`config.mk`:
```
export PLATFORM = sky130hd
export DESIGN_NAME = next_hop_select
export DESIGN_NICKNAME = d
export VERILOG_FILES = /design/src/rtl/next_hop_select.sv
export SDC_FILE = /design/constraint.sdc
export NUM_CORES = 1
export LEC_CHECK = 0
export CAP_MARGIN = 0
export CORE_ASPECT_RATIO = 2
export CORE_MARGIN = 10
export CORE_UTILIZATION = 45
export CTS_CLUSTER_SIZE = 16
export DETAILED_ROUTE_END_ITERATION = 12
export GPL_ROUTABILITY_DRIVEN = 0
export PLACE_DENSITY = 0.7
export SLEW_MARGIN = 20
export SYNTH_ARGS = -nofsm -noshare
export SYNTH_HDL_FRONTEND = slang
export SYNTH_SLANG_ARGS = --single-unit
```
`constraint.sdc`:
```
create_clock -name clock -period 6.9 [get_ports clock]
set_clock_uncertainty 0.15 [all_clocks]
set_input_delay 0.69 -clock clock [delete_from_list [all_inputs] [get_ports clock]]
set_output_delay 0.69 -clock clock [all_outputs]
set_load 0.01 [all_outputs]
```
`src/rtl/next_hop_select.sv`:
```
// next_hop_select: scans the neighbour table in shared memory and picks
// the lowest-cost reachable neighbour (not this node) as the next hop.
//
// Ports:
//   clock         system clock, rising edge
//   reset         asynchronous active-low reset
//   start         one-cycle launch pulse (ignored unless idle)
//   iamSink       sink-check result, sampled with start
//   MY_NODE_ID    this node's ID
//   mem_data_out  memory read data, valid one cycle after address
//   address       memory read address (combinational from state/index)
//   next_hop      selected neighbour ID
//   next_hop_cost cost of the selected neighbour
//   valid         next_hop is meaningful
//   busy          scan in progress
//   done          one-cycle completion pulse
module next_hop_select #(
    parameter logic [15:0] NBR_BASE  = 16'h0100,
    parameter int          ADDR_STEP = 2,
    parameter int          MAX_NBR   = 32
) (
    input  logic        clock,
    input  logic        reset,
    input  logic        start,
    input  logic        iamSink,
    input  logic [15:0] MY_NODE_ID,
    input  logic [15:0] mem_data_out,
    output logic [15:0] address,
    output logic [15:0] next_hop,
    output logic [15:0] next_hop_cost,
    output logic        valid,
    output logic        busy,
    output logic        done
);

    localparam int IW = $clog2(MAX_NBR + 1);
    localparam logic [IW-1:0] MAX_N = IW'(MAX_NBR);

    typedef enum logic [2:0] {
        IDLE,
        REQ_CNT,
        LAT_CNT,
        REQ_ID,
        LAT_ID,
        REQ_COST,
        LAT_COST,
        FINISH
    } state_t;

    state_t        state;
    logic [IW-1:0] idx;
    logic [IW-1:0] idx_inc;
    logic [IW-1:0] n_cnt;
    logic [IW-1:0] n_clamp;
    logic [15:0]   cand_id;
    logic [15:0]   step;
    logic [15:0]   id_off;
    logic [15:0]   cost_off;
    logic          take;

    assign step     = 16'(ADDR_STEP);
    // Word offset of entry idx's ID is 2*idx+1; its cost follows it.
    assign id_off   = 16'({idx, 1'b1});
    assign cost_off = id_off + 16'd1;
    assign idx_inc  = idx + IW'(1);

    assign n_clamp = (mem_data_out > 16'(MAX_NBR)) ?
                     MAX_N : mem_data_out[IW-1:0];

    // Strict less-than keeps the earlier entry on ties; FFFF marks
    // an unreachable neighbour and our own ID is never a next hop.
    assign take = (mem_data_out < next_hop_cost) &&
                  (mem_data_out != 16'hFFFF) &&
                  (cand_id != MY_NODE_ID);

    assign busy = (state != IDLE);
    assign done = (state == FINISH);

    always_comb begin
        address = NBR_BASE;
        unique case (state)
            REQ_ID, LAT_ID:     address = NBR_BASE + step * id_off;
            REQ_COST, LAT_COST: address = NBR_BASE + step * cost_off;
            default:            address = NBR_BASE;
        endcase
    end

    always_ff @(posedge clock or negedge reset) begin
        if (!reset) begin
            state         <= IDLE;
            idx           <= '0;
            n_cnt         <= '0;
            cand_id       <= '0;
            next_hop      <= 16'hFFFF;
            next_hop_cost <= 16'hFFFF;
            valid         <= 1'b0;
        end else begin
            unique case (state)
                IDLE: begin
                    if (start) begin
                        if (iamSink) begin
                            next_hop      <= MY_NODE_ID;
                            next_hop_cost <= 16'h0000;
                            valid         <= 1'b1;
                            state         <= FINISH;
                        end else begin
                            next_hop      <= 16'hFFFF;
                            next_hop_cost <= 16'hFFFF;
                            valid         <= 1'b0;
                            state         <= REQ_CNT;
                        end
                    end
                end
                REQ_CNT: state <= LAT_CNT;
                LAT_CNT: begin
                    n_cnt <= n_clamp;
                    idx   <= '0;
                    state <= (n_clamp == '0) ? FINISH : REQ_ID;
                end
                REQ_ID: state <= LAT_ID;
                LAT_ID: begin
                    cand_id <= mem_data_out;
                    state   <= REQ_COST;
                end
                REQ_COST: state <= LAT_COST;
                LAT_COST: begin
                    if (take) begin
                        next_hop      <= cand_id;
                        next_hop_cost <= mem_data_out;
                        valid         <= 1'b1;
                    end
                    idx   <= idx_inc;
                    state <= (idx_inc == n_cnt) ? FINISH : REQ_ID;
                end
                FINISH:  state <= IDLE;
                default: state <= IDLE;
            endcase
        end
    end

endmodule

```
==> impl_metrics.yaml <==
run_status:
  status: "completed"
placement:
  port_buffers: 79
  placed_cells: 558
  dpl_cell_area_um2: 4720
  hpwl_um: 8220
routing:
  drcViolationCount: 0
  drtIter0Drc: 194
  viasPerCell: 5.61
  wl_um: 10900
  dr.pass1.iters: 4
  final_antenna_net_count: 0
  via_count: 3218
  post_drt_wl_per_cell_um: 18.9
worst_setup_path:
  worstPathArrival_ns: 2.94
  crit_start: "state[0]"
  r2r_start: "state[0]"
  r2r_setup_slack_ns: 3.48
  path_max_fanout: 18
  critPathRequiredTime_ns: 6.06
  endpoint_kind: "output pin"
  critPathLaunchType: "flip-flop"
  worstSetupPathType: "flip-flop to output pin"
cts:
  cts_root_buf: "clkbuf_16"
  htreeDepth: 3
  cts.hold.buffers_added: 0
  clk_pin_slew_ns: 0.06
  cts.path.max_buffers: 2
  worstSkewPairLatency_ns: 0.34
  post_cts_buffers: 0
  ctsResizeCount: 0
  cts_sinks: 64
  cts_tree: "yes"
  cts_buffers: 9
die:
  num_rows: 48
  die_y_um: 151
  die_w_um: 85.7
  core_um2: 8530
  start_util_pct: 45.6
  io_pins: 87
  dieArea_um2: 13000
synthesis:
  synth.area.top_cells: "dfstp_2, dfrtp_1, ha_1"
  synthFlopType: "dfstp_2"
  synth-async-reset-ratio_pct: 100
  yosysTopAreaCell: "dfstp_2"
  synth_enable_flop_cells: 0
  netlist_instances: 392
  ys_seq_elements: 64
  yosys_warnings: 0
  synthTopCellsByCount: "dfrtp_1, dfstp_2, inv_1, nand2_1, a21oi_1"
  synth_area_per_cell_um2: 9.92
  synth_top_cell_area_share_pct: 21.6
  ys_types: 47
  seq_area_frac_synth_pct: 42.2
  syn_area_um2: 3890
finish:
  drive_gt1_share_pct: 16.2
  fin_area_um2: 5040
  fin_nets: 526
  final_cells: 574
  syn2layout_area_growth_pct: 29.6
  antennaDiodeCount: 0
sta:
  hold_slack_ns: 0.342
  period_share_pct: 54.7
  period_minus_slack_ns: 3.78
  timing.fmax_mhz: 265
  rsz0062_at_grt: "false"
  finalSetupViolations: 0
  worstMarginPinSlew_ns: 0.868
  report.final.hold_viol_count: 0
  slew_violations: 0
  slew_headroom_pct: 42.1
  finalSetupTns_ns: 0
global_route:
  grt_max_degree: 65
  globalRouteOverflowTotal: 0
  antenna_found_initial: 0
  grt_pass1_wl_um: 17000
  groute.usage.overall_pct: 16.6
  grt_pass1_vias: 3339
pwr:
  p_per_area_nw_per_um2: 434
  vdd_drop_max_mv: 0.254
  finalPower_mw: 2.19
  p_leak_nw: 2.08
worst_hold_path:
  hp-class: "flip-flop to flip-flop"
  hp-start: "next_hop_cost[0]"
run:
  cap_violations: 0
==> final timing paths <==
check | cells past startpoint | end
max | 7 | address[5]
min | 2 | next_hop_cost[0]
max reg2reg | 8 | next_hop[12]
min reg2reg | 2 | next_hop_cost[0]
max in group asynchronous | 2 | idx[0]
min in group asynchronous | 2 | cand_id[14]
==> area by class of cell <==
type / instances / area [um^2]
clock inverters: 6 / 82.6
clock buffers: 10 / 239
multi-input cells: 281 / 2030
well taps: 100 / 125
repair buffers: 82 / 808
fillers: 747 / 3490
flip-flops and latches: 64 / 1640
inverters: 31 / 116
==> layer usage <==
layer,vias to the layer above,part of all wire (%),track usage (%)
met2,104,54,30.1
met5,-,0,0
met4,0,3.0,8.44
met1,1565,36,16.1
met3,23,6.8,5.67
li1,1526,-,-
==> cells by family (layout without fill, tap and decap cells) <==
logic type / count (synthesis) / in the layout / share of synthesized area (%)
other: 1 / 7 / 0.0964
and+or+nand+nor: 93 / 93 / 11.5
buffers and inverters: 53 / 129 / 6.34
muxes: 52 / 52 / 14.4
adders and majority gates: 21 / 21 / 6.75
AOI/OAI and AO/OA: 87 / 87 / 14.0
DFF: 64 / 64 / 42.2
xor gates and xnor gates: 21 / 21 / 4.73
==> per-stage QoR <==
stage	setup WS, ns	utilization (%)
4_1_cts	3.15	59.1
5_1_grt	2.93	59.1
6_report	3.12	59.1
3_3_place_gp	2.95	55.3
2_1_floorplan	4.25	-
3_5_place_dp	2.87	55.3
==> state kept, by name, summed over array words and instances, names as in the netlist <==
name,count
cand_id,16
next_hop,16
valid,1
state,3
n_cnt,6
next_hop_cost,16
idx,6
==> placed cells by master, fill, tap and decap left out, types with 9 or more instances in the layout <==
| cell | netlist | final |
|---|---|---|
| nand2_1 | 31 | 31 |
| nand4_1 | 10 | 10 |
| o21ai_0 | 23 | 23 |
| ha_1 | 21 | 21 |
| inv_1 | 31 | 31 |
| a31oi_1 | 9 | 9 |
| a21oi_1 | 28 | 28 |
| mux2_1 | 13 | 13 |
| xnor2_1 | 19 | 19 |
| clkdlybuf4s50_1 | 0 | 78 |
| dfstp_2 | 32 | 32 |
| clkbuf_16 | 0 | 9 |
| mux2i_1 | 19 | 19 |
| mux2_2 | 20 | 20 |
| dfrtp_1 | 32 | 32 |
| nor2_1 | 22 | 21 |
==> worst max-delay path: stages, from the launching register on <==
cell and delay [ns]:
dfrtp_1 0.40, inv_1 0.10, ha_1 0.24, nand2_1 0.63, nand2_1 0.37, o21ai_0 0.25
o31ai_1 0.09, clkdlybuf4s50_1 0.50
==> report_power, final <==
group	internal (mW)	total [mW]	switching, mW	leakage, nW
combinational	0.498	0.968	0.470	1.19
sequential	0.601	0.728	0.128	0.731
clock	0.324	0.492	0.169	0.158
total	1.42	2.19	0.766	2.08
Power figures use the tool's default switching activity.
